[src/rtl/shared_counters_pkg.sv]
// Shared types and helpers for the carved subcounter pool.
package shared_counters_pkg;

  typedef enum logic [2:0] {
    OP_NOP     = 3'b000,
    OP_INC     = 3'b001,
    OP_ALLOC   = 3'b010,
    OP_DEALLOC = 3'b011,
    OP_LOAD    = 3'b100,
    OP_READ    = 3'b101,
    OP_CLEAR   = 3'b110,
    OP_RSVD    = 3'b111
  } op_e;

  typedef enum logic {
    ST_IDLE = 1'b0,
    ST_READ = 1'b1
  } state_e;

  // Mask helper works on a fixed-width view; pools up to 64 subcounters.
  localparam int MASK_W  = 64;
  localparam int MASK_AW = 6;

  // Head at id plus following subcounters that are neither free nor a head.
  function automatic logic [MASK_W-1:0] extent_mask(input logic [MASK_W-1:0] head,
                                                    input logic [MASK_W-1:0] free,
                                                    input int id, input int n);
    logic [MASK_W-1:0] m;
    logic run;
    m   = '0;
    run = head[id[MASK_AW-1:0]];
    for (int j = 0; j < MASK_W; j++) begin
      if (j == id) m[j] = run;
      else if (j > id) begin
        run  = run && (j < n) && !free[j] && !head[j];
        m[j] = run;
      end
    end
    return m;
  endfunction

endpackage

[src/rtl/counter_first_fit.sv]
// Lowest-index search for a run of size_i contiguous free subcounters.
module counter_first_fit #(
  parameter int N_SUB    = 16,
  parameter int MAX_SIZE = 8,
  localparam int IDW = $clog2(N_SUB),
  localparam int SZW = $clog2(MAX_SIZE) + 1
) (
  input  logic [N_SUB-1:0] free_i,
  input  logic [SZW-1:0]   size_i,
  output logic             found_o,
  output logic [IDW-1:0]   idx_o
);

  // Zero padding past the top makes runs that would cross N_SUB fail.
  logic [N_SUB+MAX_SIZE-1:0] pad;
  assign pad = {{MAX_SIZE{1'b0}}, free_i};

  always_comb begin
    logic fit;
    found_o = 1'b0;
    idx_o   = '0;
    for (int i = N_SUB - 1; i >= 0; i--) begin
      fit = (size_i != '0);
      for (int k = 0; k < MAX_SIZE; k++)
        if (k < 32'(size_i)) fit = fit && pad[i+k];
      if (fit) begin
        found_o = 1'b1;
        idx_o   = IDW'(i);
      end
    end
  end

endmodule

[src/rtl/shared_counter_pool.sv]
// Pool of N_SUB G-bit subcounters carved into variable-size counters by command.
module shared_counter_pool
  import shared_counters_pkg::*;
#(
  parameter int N_SUB    = 16,
  parameter int G        = 4,
  parameter int MAX_SIZE = 8,
  localparam int IDW = $clog2(N_SUB),
  localparam int SZW = $clog2(MAX_SIZE) + 1,
  localparam int CW  = $clog2(N_SUB) + 1,
  localparam int LDW = N_SUB * G
) (
  input  logic                  clk_i,
  input  logic                  rst_ni,
  input  logic                  cmd_valid_i,
  output logic                  cmd_ready_o,
  input  logic [2:0]            cmd_op_i,
  input  logic [IDW-1:0]        cmd_id_i,
  input  logic [SZW-1:0]        cmd_size_i,
  input  logic                  cmd_sat_i,
  input  logic [MAX_SIZE*G-1:0] cmd_wdata_i,
  output logic                  resp_valid_o,
  output logic                  resp_err_o,
  output logic                  resp_ovf_o,
  output logic [IDW-1:0]        resp_id_o,
  output logic                  rd_valid_o,
  input  logic                  rd_ready_i,
  output logic [G-1:0]          rd_data_o,
  output logic                  rd_last_o,
  output logic [CW-1:0]         free_count_o
);

  logic [N_SUB-1:0][G-1:0] sub_q, sub_d, inc_v;
  logic [N_SUB-1:0]        free_q, free_d, head_q, head_d, sat_q, sat_d;
  logic [N_SUB-1:0]        rd_rem_q, rd_rem_d, ext, amask;
  logic [IDW-1:0]          rd_idx_q, rd_idx_d, resp_id_q, resp_id_d, ff_idx;
  logic [CW-1:0]           free_count_q, free_count_d;
  logic                    resp_valid_q, resp_valid_d, resp_err_q, resp_err_d;
  logic                    resp_ovf_q, resp_ovf_d, ff_found, is_head, size_ok, all1;
  logic [LDW-1:0]          ld_vec;
  state_e                  state_q, state_d;
  op_e                     op;

  counter_first_fit #(.N_SUB(N_SUB), .MAX_SIZE(MAX_SIZE)) u_ff (
    .free_i (free_q),
    .size_i (cmd_size_i),
    .found_o(ff_found),
    .idx_o  (ff_idx)
  );

  assign op      = op_e'(cmd_op_i);
  assign is_head = (32'(cmd_id_i) < N_SUB) && head_q[cmd_id_i];
  assign size_ok = (cmd_size_i != '0) && (32'(cmd_size_i) <= MAX_SIZE);
  assign ext     = N_SUB'(extent_mask(MASK_W'(head_q), MASK_W'(free_q), 32'(cmd_id_i), N_SUB));
  assign ld_vec  = LDW'(cmd_wdata_i) << (32'(cmd_id_i) * G);

  // Extent treated as one size*G-bit number, carry rippling from the head.
  always_comb begin
    logic c;
    c     = 1'b1;
    all1  = 1'b1;
    inc_v = sub_q;
    for (int j = 0; j < N_SUB; j++) begin
      amask[j] = (j >= 32'(ff_idx)) && (j < 32'(ff_idx) + 32'(cmd_size_i));
      if (ext[j]) begin
        all1 = all1 & (&sub_q[j]);
        {c, inc_v[j]} = {1'b0, sub_q[j]} + {{G{1'b0}}, c};
      end
    end
  end

  always_comb begin
    sub_d        = sub_q;
    free_d       = free_q;
    head_d       = head_q;
    sat_d        = sat_q;
    state_d      = state_q;
    rd_idx_d     = rd_idx_q;
    rd_rem_d     = rd_rem_q;
    resp_valid_d = 1'b0;
    resp_err_d   = 1'b0;
    resp_ovf_d   = 1'b0;
    resp_id_d    = resp_id_q;
    if (state_q == ST_READ) begin
      if (rd_ready_i) begin
        if (rd_last_o) begin
          state_d  = ST_IDLE;
          rd_rem_d = '0;
        end else begin
          rd_idx_d = rd_idx_q + IDW'(1);
          rd_rem_d = rd_rem_q >> 1;
        end
      end
    end else if (cmd_valid_i && op != OP_NOP) begin
      resp_valid_d = 1'b1;
      resp_id_d    = cmd_id_i;
      if (op == OP_ALLOC) begin
        resp_id_d = '0;
        if (size_ok && ff_found) begin
          resp_id_d      = ff_idx;
          head_d[ff_idx] = 1'b1;
          sat_d[ff_idx]  = cmd_sat_i;
          for (int j = 0; j < N_SUB; j++)
            if (amask[j]) begin
              free_d[j] = 1'b0;
              sub_d[j]  = '0;
            end
        end else resp_err_d = 1'b1;
      end else if (op == OP_RSVD || !is_head) begin
        resp_err_d = 1'b1;
      end else begin
        case (op)
          OP_INC: begin
            resp_ovf_d = all1;
            if (!(all1 && sat_q[cmd_id_i]))
              for (int j = 0; j < N_SUB; j++) if (ext[j]) sub_d[j] = inc_v[j];
          end
          OP_DEALLOC: begin
            head_d[cmd_id_i] = 1'b0;
            for (int j = 0; j < N_SUB; j++)
              if (ext[j]) begin
                free_d[j] = 1'b1;
                sub_d[j]  = '0;
              end
          end
          OP_LOAD:
            for (int j = 0; j < N_SUB; j++) if (ext[j]) sub_d[j] = ld_vec[j*G +: G];
          OP_CLEAR:
            for (int j = 0; j < N_SUB; j++) if (ext[j]) sub_d[j] = '0;
          OP_READ: begin
            state_d  = ST_READ;
            rd_idx_d = cmd_id_i;
            rd_rem_d = ext >> (32'(cmd_id_i) + 1);
          end
          default: ;
        endcase
      end
    end
    free_count_d = CW'($countones(free_d));
  end

  always_ff @(posedge clk_i or negedge rst_ni) begin
    if (!rst_ni) begin
      sub_q        <= '0;
      free_q       <= '1;
      head_q       <= '0;
      sat_q        <= '0;
      state_q      <= ST_IDLE;
      rd_idx_q     <= '0;
      rd_rem_q     <= '0;
      resp_valid_q <= 1'b0;
      resp_err_q   <= 1'b0;
      resp_ovf_q   <= 1'b0;
      resp_id_q    <= '0;
      free_count_q <= CW'(N_SUB);
    end else begin
      sub_q        <= sub_d;
      free_q       <= free_d;
      head_q       <= head_d;
      sat_q        <= sat_d;
      state_q      <= state_d;
      rd_idx_q     <= rd_idx_d;
      rd_rem_q     <= rd_rem_d;
      resp_valid_q <= resp_valid_d;
      resp_err_q   <= resp_err_d;
      resp_ovf_q   <= resp_ovf_d;
      resp_id_q    <= resp_id_d;
      free_count_q <= free_count_d;
    end
  end

  assign cmd_ready_o  = (state_q == ST_IDLE);
  assign rd_valid_o   = (state_q == ST_READ);
  assign rd_data_o    = rd_valid_o ? sub_q[rd_idx_q] : '0;
  assign rd_last_o    = rd_valid_o && !rd_rem_q[0];
  assign resp_valid_o = resp_valid_q;
  assign resp_err_o   = resp_err_q;
  assign resp_ovf_o   = resp_ovf_q;
  assign resp_id_o    = resp_id_q;
  assign free_count_o = free_count_q;

endmodule

[config.mk]
export PLATFORM = sky130hd
export DESIGN_NAME = shared_counter_pool
export DESIGN_NICKNAME = d
export VERILOG_FILES = /design/src/rtl/shared_counters_pkg.sv /design/src/rtl/counter_first_fit.sv /design/src/rtl/shared_counter_pool.sv
export SDC_FILE = /design/constraint.sdc
export NUM_CORES = 1
export LEC_CHECK = 0
export BUFFER_PORTS_ARGS = -buffer_cell sky130_fd_sc_hd__buf_2
export CELL_PAD_IN_SITES_DETAIL_PLACEMENT = 0
export CELL_PAD_IN_SITES_GLOBAL_PLACEMENT = 1
export CORE_MARGIN = 5
export CORE_UTILIZATION = 25
export CTS_BUF_LIST = sky130_fd_sc_hd__clkbuf_16
export CTS_CLUSTER_DIAMETER = 60
export CTS_CLUSTER_SIZE = 14
export DETAILED_ROUTE_END_ITERATION = 12
export HOLD_SLACK_MARGIN = 0.06
export PLACE_DENSITY = 0.55
export RECOVER_POWER = 50
export SLEW_MARGIN = 20
export SYNTH_ARGS = -nofsm -noshare
export SYNTH_HDL_FRONTEND = slang
export SYNTH_SLANG_ARGS = --single-unit
export TNS_END_PERCENT = 100
[constraint.sdc]
create_clock -name clk_i -period 16.4 [get_ports clk_i]
set_input_delay 1.64 -clock clk_i [delete_from_list [all_inputs] [get_ports clk_i]]
set_output_delay 1.64 -clock clk_i [all_outputs]
set_load 0.02 [all_outputs]
; Yosys cells after proc, flatten, opt, wreduce, memory -nomap -nowiden
; Index checks and enable logic that the tools add are counted.
[classes]
n_eq_ne = 93
order_cmp = 61
n_shift = 2
muxes = 409
add_sub_neg = 34
reduce_logical = 230
bitwise_logic = 19
[op_table]
columns = cell, count
row1 = $mux 4, 91
row2 = $mux 1, 290
row3 = $mux 16, 16
row4 = $mux 64, 4
row5 = $lt 4x32->1 const A, 7
row6 = $pmux 64 s3, 1
row7 = $reduce_and 10->1, 16
row8 = $logic_and 1x1->1, 152
row9 = $lt 3x32->1 const A, 4
row10 = $ne 3x3->1 const B, 33
row11 = $add 4x1->5, 14
row12 = $reduce_and 4->1, 17
row13 = $lt 1x32->1 const A, 2
row14 = $lt 2x32->1 const A, 2
row15 = $shl 32x6->64, 1
row16 = $ne 3x1->1 const B, 16
row17 = $ne 2x2->1 const B, 21
row18 = $eq 4x4->1 const A, 8
row19 = $gt 4x4->1 const A, 8
row20 = $logic_not 1->1, 32
row21 = $ge 4x4->1 const A, 7
row22 = $add 1x1->2, 8
row23 = $and 16x16->16, 1
row24 = $bmux 4 s4, 1
row25 = other kinds (45), 96
[totals]
reg_bits = 145
word_cells = 875

; Depth between registers and ports, before layout
; Gate-level depths: netlist of run 1.
[logic_depth]
word_depth = 72
ltp_mapped = 82
depth_no_buf = 79

; By module
; From an unflattened synthesis of run 1, not the netlist that was laid out.
[hier_totals]
cells_unflattened = 1677
area_unflattened_um2 = 13641.8
[by_module_without_submodules]
columns = mod, instances, area_each_um2, cells_per_inst, seq_area_each_um2
row1 = shared_counter_pool, 1, 12360.6, 1477, 3624.7
row2 = counter_first_fit, 1, 1281.2, 200, 0.0

; Worst setup path after synthesis of run 1
; Ideal clock, no wire load.
[synth_path]
kind = input -> register
startpoint = in cmd_id_i[0]
endpoint = reg sub_q[62] in the netlist's numbering
cell_stages = 82
n_path_buf = 3
t_arrival_ns = 13.839
path_slack_ns = 2.451
cell_sequence = buf_6 buf_2 mux2_1 mux4_2 and2_1 a21oi_1 clkbuf_1 nor2_1 nand2_1 ha_1 ha_1 nand3_1 mux2_2 nand2_1 ha_1 ha_1 nand4_1 o211ai_1 [46 not listed] ha_1 nand4_1 o31ai_1 a21oi_1 o22ai_1 ha_1 ha_1 nand4_1 nand2_1 ha_1 ha_1 a31oi_1 a31oi_1 ha_1 ha_1 nor3b_1 a21oi_1 o41ai_1
[synth_via]
elab_chain_len = 66
elab_cells_between_ends = 202
[synth_rtl]
columns = element, line_no
row1 = "start, declared", shared_counter_pool.sv:18  ; input logic [IDW-1:0] cmd_id_i,
row2 = branches (longest 66 deep; another with $add 4x1->5), -
row3 = "end signal, assigned", shared_counter_pool.sv:157  ; sub_q <= sub_d;
row4 = "end, declared", shared_counter_pool.sv:33  ; logic [N_SUB-1:0][G-1:0] sub_q, sub_d, inc_v;
; Parallel ways; which one is timed is not known. The select of a mux whose other input is x is not followed.
; A chain may end at the register's enable or synchronous reset.

; Worst setup path after layout of run 1
; Ends and elaborated chain as after synthesis.

==> results of run 1 <==
## layout by cell type, fill, tap and decap left out, types with 10 or more instances in the layout
master,count
a21o_1,13
a21oi_1,108
a221oi_1,14
a22o_1,14
a22oi_1,35
a31oi_1,31
a32oi_1,12
and2_1,18
and3_1,14
buf_2,52
buf_4,34
clkbuf_1,16
clkbuf_16,17
dfrtp_1,127
dfstp_2,17
fa_1,11
ha_1,41
inv_1,46
mux2_1,15
mux2_2,42
mux2_4,11
mux2i_1,36
mux4_2,27
nand2_1,157
nand2b_1,27
nand3_1,61
nand4_1,21
nor2_1,155
nor2b_1,26
nor3_1,43
nor3b_1,15
nor4_1,10
o211ai_1,18
o21a_1,12
o21ai_0,129
o22ai_1,22
o41ai_1,10
or3_1,12
xnor2_1,11
## metal layers
metal,global-route usage (%),vias to the layer above
met5,0,-
met4,7.59,2
met3,4.65,107
met2,33.1,571
met1,30.5,7175
li1,-,6237
## registers in the layout, summed over array words and instances, names as in the netlist
name / count
sub_q: 64
free_q: 16
head_q: 16
sat_q: 16
rd_rem_q: 15
free_count_o: 5
rd_idx_q: 4
resp_id_o: 4
rd_valid_o: 1
resp_err_o: 1
resp_ovf_o: 1
resp_valid_o: 1
## logic make-up after synthesis
family                     count (synthesis)  share of synthesized area, %
DFF                                      144                          26.7
buffers and inverters                    169                          5.18
muxes                                    131                          13.1
AOI/OAI and AO/OA                        536                          26.7
and+or+nand+nor                          602                          21.7
xor gates and xnor gates                  18                          1.16
adders and majority gates                 53                          5.47
## Yosys cell counts (36+ instances only)
master,number
nor3_1,45
clkbuf_1,85
nand2_1,157
nand3_1,61
ha_1,41
nor2_1,156
mux2_2,42
a21oi_1,109
inv_1,45
o21ai_0,129
dfrtp_1,127
mux2i_1,36
## per-stage QoR
stage,hold WS (ns),power (W),cells,setup slack [ns],utilization (%)
after CTS,0.489,0.00123,2362,1.28,28.1
after detailed placement,0.474,0.000804,2330,0.784,27.0
final,0.485,0.00122,2362,1.16,28.1
after global placement,0.465,0.000804,2330,1.14,27.0
after global routing,0.522,0.00127,2362,0.0508,28.1
after floorplan,0.450,0.000658,1653,2.45,-
## final timing paths
check / start / end / cells after the start
min reg2reg: rd_rem_q[13]$_DFFE_PN0P_ / rd_rem_q[13]$_DFFE_PN0P_ / 2
max: cmd_id_i[0] / sub_q[62]$_DFFE_PN0P_ / 80
max reg2reg: head_q[11]$_DFFE_PN0P_ / sub_q[62]$_DFFE_PN0P_ / 79
min: rd_rem_q[13]$_DFFE_PN0P_ / rd_rem_q[13]$_DFFE_PN0P_ / 2
min in group asynchronous: rst_ni / free_count_o[3]$_DFF_PN0_ / 1
max in group asynchronous: rst_ni / sub_q[8]$_DFFE_PN0P_ / 3
## tightest hold or removal path, delay by kind of cell (launching register included)
| family | cells | cell delay [ns] |
|---|---|---|
| AND/OR/NAND/NOR | 1 | 0.05 |
| AO/OA/AOI/OAI | 1 | 0.06 |
| flip-flops | 1 | 0.34 |
## final cells by class
class	count	area [um2]	area share [%]
flip-flops and latches	144	3620	24.0
inverters	48	180	1.19
clock buffers	17	425	2.81
clock inverters	15	169	1.12
repair buffers	102	576	3.81
multi-input cells	1340	9270	61.3
well taps	696	871	5.76
## report_power, final
group	leakage [nW]	internal, W	switching, W
logic	3.97	0.000133	0.000229
registers	1.85	0.000388	0.0000517
clock network	0.284	0.000237	0.000182
==> results.toml, run 1 <==
[status]
status = "finished, violations left"
violations = "max-capacitance violations, max-slew violations"

[synth]
synth_flop_cell = "dfrtp_1"
netlist.area_leader.share_pct = 23.4
ys_seq_area_share_pct = 26.7
yosysTopAreaCell = "dfrtp_1"
syn-cell-area_um2 = 13600
syn_nets = 1753
post_synth_num_cell_types = 98
synth.top_cells.by_area = "dfrtp_1 23%, o21ai_0 4.8%, mux4_2 4.5%"
synth_edf_count = 0
ys_seq_elements = 144
synth_warnings = 0
synth-async-reset-ratio_pct = 100
syn_inst = 1653
postSynthAreaPerCell_um2 = 8.21

[drt]
wire_per_inst_um = 27.9
dr_wl_met3_um = 4680
vias_per_cell = 5.97
top_layer = "met5"
vias = 14092
met1_length_um = 29900
dr_wl_met2_um = 29200
wl_um = 66000
antenna_left = 0
drt-initial-drc-count = 1479
post-route-drc-count = 0
drtPass1Iterations = 7

[cts]
post-cts-setup-buffers = 0
postCtsHoldBufs = 0
cts_resized = 0
cts_tree = "yes"
cts.sinks = 144
cts-root-buf = "clkbuf_16"
cts_htree_levels = 4
clk_path_buf_depth = 2
clock_latency_ns = 0.49
clk_pin_slew_worst_paths_ns = 0.07
numCtsBuffers = 17

[global_route]
antenna_found_initial = 2
first_global_vias = 13779
grt_pass1_wl_um = 96400
grt_use_total_pct = 21.7
grt_max_degree = 59
gr-total-overflow = 0

[floorplan]
start_util_pct = 25.2
dieWidth_um = 243
core-area_um2 = 53800
die_h_um = 243
ios = 67
die_area_um2 = 59100
rows = 85

[setup_path]
startpoint_type = "input port"
r2r_slack_ns = 2.30
worst_path_max_delay_cell = "mux4_2"
worstPathArrival_ns = 15.61
crit_fanout = 34
path_class = "input port to flip-flop"
crit_required_ns = 16.77
critPathMaxStageDelay_ns = 0.55
crit_family = "adder cells"
worstPathBufferInverterCount = 3
endpoint_kind = "flip-flop"
worst_path_most_repeated_cell = "ha_1"

[placement]
gp_congestion = 0.946
placed_area_um2 = 14600
dp_hpwl_um = 50500
io_buffers = 66

[sta]
maxSlewHeadroom_pct = -124
tns_ns = 0
clock_skew_ns = 0.0169
fmax_mhz = 65.6
worst-slew-pin-transition_ns = 3.35
min_period_ns = 15.24
period_share_pct = 92.9
rsz0062_at_grt = "false"
slew_viol_final = 149
hold_viol = 0
setup_viol = 0

[pwr]
ir_drop_mv = 0.0699
p_per_area_nw_per_um2 = 80.8
power.leakage_nw = 6.10

[min_path]
min_path_type = "flip-flop to flip-flop"

[finish]
final_area_um2 = 15100
drive_gt1_share_pct = 15.1
final_nets = 1753
diodes = 0
syn_to_final_growth_pct = 11.3
fillCellCount = 5906

[flow_run]
max_cap_viol_count = 3
(Power assumes the default switching activity.)
==> inputs of run 2 (changes only) <==
GPL_TIMING_DRIVEN = 0   (was not set)
==> results.toml, run 2 (synthesis gave the netlist of run 1 again) <==
[floorplan]
die_h_um = 243
core-area_um2 = 53800
die_area_um2 = 59100
ios = 67
start_util_pct = 25.2
rows = 85
dieWidth_um = 243

[finish]
layout_commonest_cell = "nand2_1"
final_area_um2 = 15700
post-route-util_pct = 29.2
syn_to_final_growth_pct = 15.8
drive_gt1_share_pct = 17.1
largest_reg_flops = 64
final_nets = 1845
regMostFlops = "sub_q"
final_cell_mix = "157 x nand2_1, 156 x nor2_1, 127 x dfrtp_1, 126 x o21ai_0, 106 x a21oi_1"

[setup_path]
startpoint_type = "input port"
worstPathArrival_ns = 16.30
worst_path_most_repeated_cell = "ha_2"
worst_path_max_delay_cell = "mux4_2"
crit_required_ns = 16.77
endpoint_kind = "flip-flop"
path_class = "input port to flip-flop"
ff2ff_path_depth = 80
crit_fanout = 10
critPathMaxStageDelay_ns = 0.58

[placement]
dp_hpwl_um = 57200
placed_area_um2 = 14800
io_buffers = 61
place_ws_ns = -2.22
gp_congestion = 0.975

[pwr]
p_per_area_nw_per_um2 = 78.0
ir_drop_mv = 0.0787
power.total_w = 0.00123
power.leakage_nw = 6.19

[sta]
worst-slew-pin-transition_ns = 5.13
fin_ws_ns = 0.479
slew_viol_final = 147
min_period_ns = 15.92
hold_viol = 0
maxSlewHeadroom_pct = -242
setup_viol = 0
period_share_pct = 97.1
fmax_mhz = 62.8
clock_skew_ns = 0.0163

[status]
status = "finished, violations left"
violations = "max-capacitance violations, max-slew violations"

[cts]
cts_tree = "yes"
clk_path_buf_depth = 2
numCtsBuffers = 17
cts_htree_levels = 4
cts-root-buf = "clkbuf_16"
clock_latency_ns = 0.47
clk_pin_slew_worst_paths_ns = 0.07
cts.sinks = 144

[global_route]
gr-total-overflow = 0
grtUsageMet1_pct = 33.3
grt.busiest_layer = "met2"
use_met3_pct = 4.63
first_global_vias = 14334
antenna_found_initial = 3
grt_use_met2_pct = 36.3
grt_pass1_wl_um = 104000
grt_use_total_pct = 23.7
grt_max_degree = 85

[drt]
wire_per_inst_um = 29.5
drt-initial-drc-count = 1983
vias = 14933
vias_per_cell = 6.08
post-route-drc-count = 0
wl_um = 72600
drtPass1Iterations = 6
antenna_left = 0

[min_path]
whs_path_depth = 2
min_path_type = "flip-flop to flip-flop"

[flow_run]
max_cap_viol_count = 2
==> run 2: cell types whose count changed in the layout (fill, tap and decap cells not counted), moves of 4 or more <==
cell      delta
clkbuf_1    +77
ha_1        -24
buf_4       -22
ha_2        +19
buf_1       +17
buf_2       +12
nand3_1      -6
ha_4         +5
inv_6        +5
buf_6        +4
==> run 2: report_power, final <==
part	internal, W	switching (W)
combinational	0.000140	0.000268
clock	0.000213	0.000188
sequential	0.000388	0.0000299
==> run 2: cell type report <==
cell class / count / area, um2
fillers: 5842 / 38100
multi-input cells: 1340 / 9550
flip-flops and latches: 144 / 3620
well taps: 696 / 871
plain buffers: 121 / 546
clock buffers: 17 / 425
repair buffers: 73 / 378
inverters: 48 / 180
clock inverters: 15 / 146
diodes: 2 / 5.00
==> run 2: critical path, delay by kind of cell <==
family,cells,cell delay [ns]
AND/OR/NAND/NOR,23,2.86
AO/OA/AOI/OAI,19,3.54
buffers and inverters,5,0.63
adder cells (fa/ha/maj),30,5.82
multiplexers,5,1.74
==> run 2: path summary, 6_finish.rpt <==
path | startpoint | end | slack [ns]
min | rd_rem_q[14]$_DFFE_PN0P_ | rd_rem_q[14]$_DFFE_PN0P_ | 0.49
max in group asynchronous | rst_ni | sub_q[15]$_DFFE_PN0P_ | 7.77
max | cmd_id_i[0] | sub_q[62]$_DFFE_PN0P_ | 0.48
max reg2reg | head_q[11]$_DFFE_PN0P_ | sub_q[62]$_DFFE_PN0P_ | 1.54
min in group asynchronous | rst_ni | sat_q[14]$_DFFE_PN0P_ | 2.38
min reg2reg | rd_rem_q[14]$_DFFE_PN0P_ | rd_rem_q[14]$_DFFE_PN0P_ | 0.49
==> run 2: through the flow <==
step	hold WS, ns	setup TNS, ns	std cells
floorplan	0.450	0	1653
global placement	0.471	-17.48	2410
detailed placement	0.476	-17.82	2412
CTS	0.493	0	2446
global route	0.517	-0.0298	2454
finish	0.493	0	2456
==> run 2: layer usage <==
layer	wire length, um	part of all wire [%]
met2	31700	44
met4	3030	4.2
met3	5630	7.8
met5	0	0
met1	32200	44
==> run 2: what timing repair did <==
| action | in CTS | in global routing |
|---|---|---|
| hold buffers | 0 | 0 |
| setup buffers | 2 | 8 |
| resized for setup | 25 | 48 |
| endpoints found under the setup margin | 12 | 8 |
| cloned | 0 | 0 |
| pin swaps | 2 | 16 |
==> inputs of run 3 (changes only) <==
CELL_PAD_IN_SITES_DETAIL_PLACEMENT = 1   (was 0)
CELL_PAD_IN_SITES_GLOBAL_PLACEMENT = 2   (was 1)
PLACE_DENSITY = not set   (was 0.55)
PLACE_DENSITY_LB_ADDON = 0.12   (was not set)
==> results.toml, run 3 (synthesis gave the netlist of run 1 again) <==
[finish]
final_cell_mix = "157 x nand2_1, 155 x nor2_1, 127 x dfrtp_1, 126 x o21ai_0, 106 x a21oi_1"
post-route-util_pct = 29.3
final_nets = 1847
drive_gt1_share_pct = 17.3
layout_commonest_cell = "nand2_1"
syn_to_final_growth_pct = 16.1
fillCellCount = 6459
regMostFlops = "sub_q"
largest_reg_flops = 64

[setup_path]
worst_path_max_delay_cell = "mux4_2"
crit_family = "adder cells"
crit_fanout = 10
ff2ff_path_depth = 80
crit_cells = 82
path_class = "input port to flip-flop"
endpoint_kind = "flip-flop"
critPathMaxStageDelay_ns = 0.59
worstPathArrival_ns = 16.35
worstPathBufferInverterCount = 5
startpoint_type = "input port"
crit_required_ns = 16.78
worst_path_most_repeated_cell = "ha_2"

[drt]
post-route-drc-count = 0
antenna_left = 0
drtPass1Iterations = 8
wl_um = 79700
vias = 14817
drt-initial-drc-count = 1167
vias_per_cell = 6.03
wire_per_inst_um = 32.4

[floorplan]
dieWidth_um = 243
ios = 67
die_area_um2 = 59100
die_h_um = 243
start_util_pct = 25.2
core-area_um2 = 53800
rows = 85

[global_route]
grt_use_total_pct = 26.3
gr-total-overflow = 0
grt.busiest_layer = "met2"
grt_use_met2_pct = 39.8
grt_max_degree = 81
grt_pass1_wl_um = 113000
antenna_found_initial = 4
first_global_vias = 14931
use_met3_pct = 7.13
grtUsageMet1_pct = 36.9

[sta]
maxSlewHeadroom_pct = -224
setup_viol = 0
fin_ws_ns = 0.426
hold_viol = 0
tns_ns = 0
clock_skew_ns = 0.0290
fmax_mhz = 62.6
period_share_pct = 97.4
slew_viol_final = 147
min_period_ns = 15.97
worst-slew-pin-transition_ns = 4.86

[placement]
io_buffers = 61
gp_congestion = 0.937
place_ws_ns = -2.69
dp_hpwl_um = 63200

[status]
violations = "max-capacitance violations, max-slew violations"
status = "finished, violations left"

[flow_run]
max_cap_viol_count = 2

[cts]
cts_tree = "yes"
clk_path_buf_depth = 2
cts_htree_levels = 4
clk_pin_slew_worst_paths_ns = 0.06
postCtsHoldBufs = 0
cts-root-buf = "clkbuf_16"
numCtsBuffers = 17
cts.sinks = 144
clock_latency_ns = 0.51

[pwr]
power.leakage_nw = 6.20
ir_drop_mv = 0.0874
p_per_area_nw_per_um2 = 79.6

[min_path]
whs_path_depth = 2
min_path_type = "flip-flop to flip-flop"
-- run 3: final timing paths --
check | slack (ns) | endpoint | startpoint
setup / recovery | 0.43 | sub_q[62]$_DFFE_PN0P_ | cmd_id_i[0]
hold / removal | 0.50 | rd_rem_q[14]$_DFFE_PN0P_ | rd_rem_q[14]$_DFFE_PN0P_
setup reg to reg | 1.40 | sub_q[62]$_DFFE_PN0P_ | head_q[8]$_DFFE_PN0P_
hold reg to reg | 0.50 | rd_rem_q[14]$_DFFE_PN0P_ | rd_rem_q[14]$_DFFE_PN0P_
max in group asynchronous | 7.84 | sub_q[25]$_DFFE_PN0P_ | rst_ni
min in group asynchronous | 2.48 | resp_valid_o$_DFF_PN0_ | rst_ni
-- run 3: timing repair --
item,4_1_cts,5_1_grt
pin swaps,12,13
endpoints found under the setup margin,12,6
gates resized for setup,49,27
endpoints found under the hold margin,0,0
buffers inserted,5,7
-- run 3: layout make-up --
| type | instances | area, um2 | area share (%) |
|---|---|---|---|
| Multi-Input combinational cell | 1340 | 9570 | 60.7 |
| Sequential cell | 144 | 3620 | 23.0 |
| Tap cell | 696 | 871 | 5.53 |
| Buffer | 121 | 546 | 3.46 |
| Clock buffer | 17 | 425 | 2.70 |
| Timing Repair Buffer | 75 | 393 | 2.49 |
| Inverter | 48 | 180 | 1.14 |
| Clock inverter | 14 | 145 | 0.921 |
| Antenna cell | 1 | 2.50 | 0.0159 |
-- run 3: tightest hold or removal path, stage by stage, from the launching register on --
cell	delay, ns
dfrtp_1	0.34
nand2_1	0.05
o21ai_0	0.07
-- run 3: power by group --
part	internal, W	total (W)	switching, W
Sequential	0.000388	0.000419	0.0000311
Clock	0.000222	0.000412	0.000190
Combinational	0.000142	0.000424	0.000282
-- run 3: metrics by stage --
step	hold WS, ns	cells	total power [W]	instance area, um2
after floorplan	0.450	1653	0.000658	13600
after global placement	0.473	2410	0.000828	14800
after detailed placement	0.494	2412	0.000832	14800
after CTS	0.509	2448	0.00126	15600
after global routing	0.525	2455	0.00131	15800
final	0.503	2456	0.00125	15800
-- run 3: routing by layer --
| metal | share of wire, % | vias to the layer above | routed length (um) |
|---|---|---|---|
| met4 | 2.7 | 4 | 2160 |
| met3 | 7.9 | 90 | 6310 |
| met5 | 0.028 | - | 22 |
| met2 | 43 | 560 | 34600 |
| li1 | - | 6451 | - |
| met1 | 46 | 7712 | 36600 |
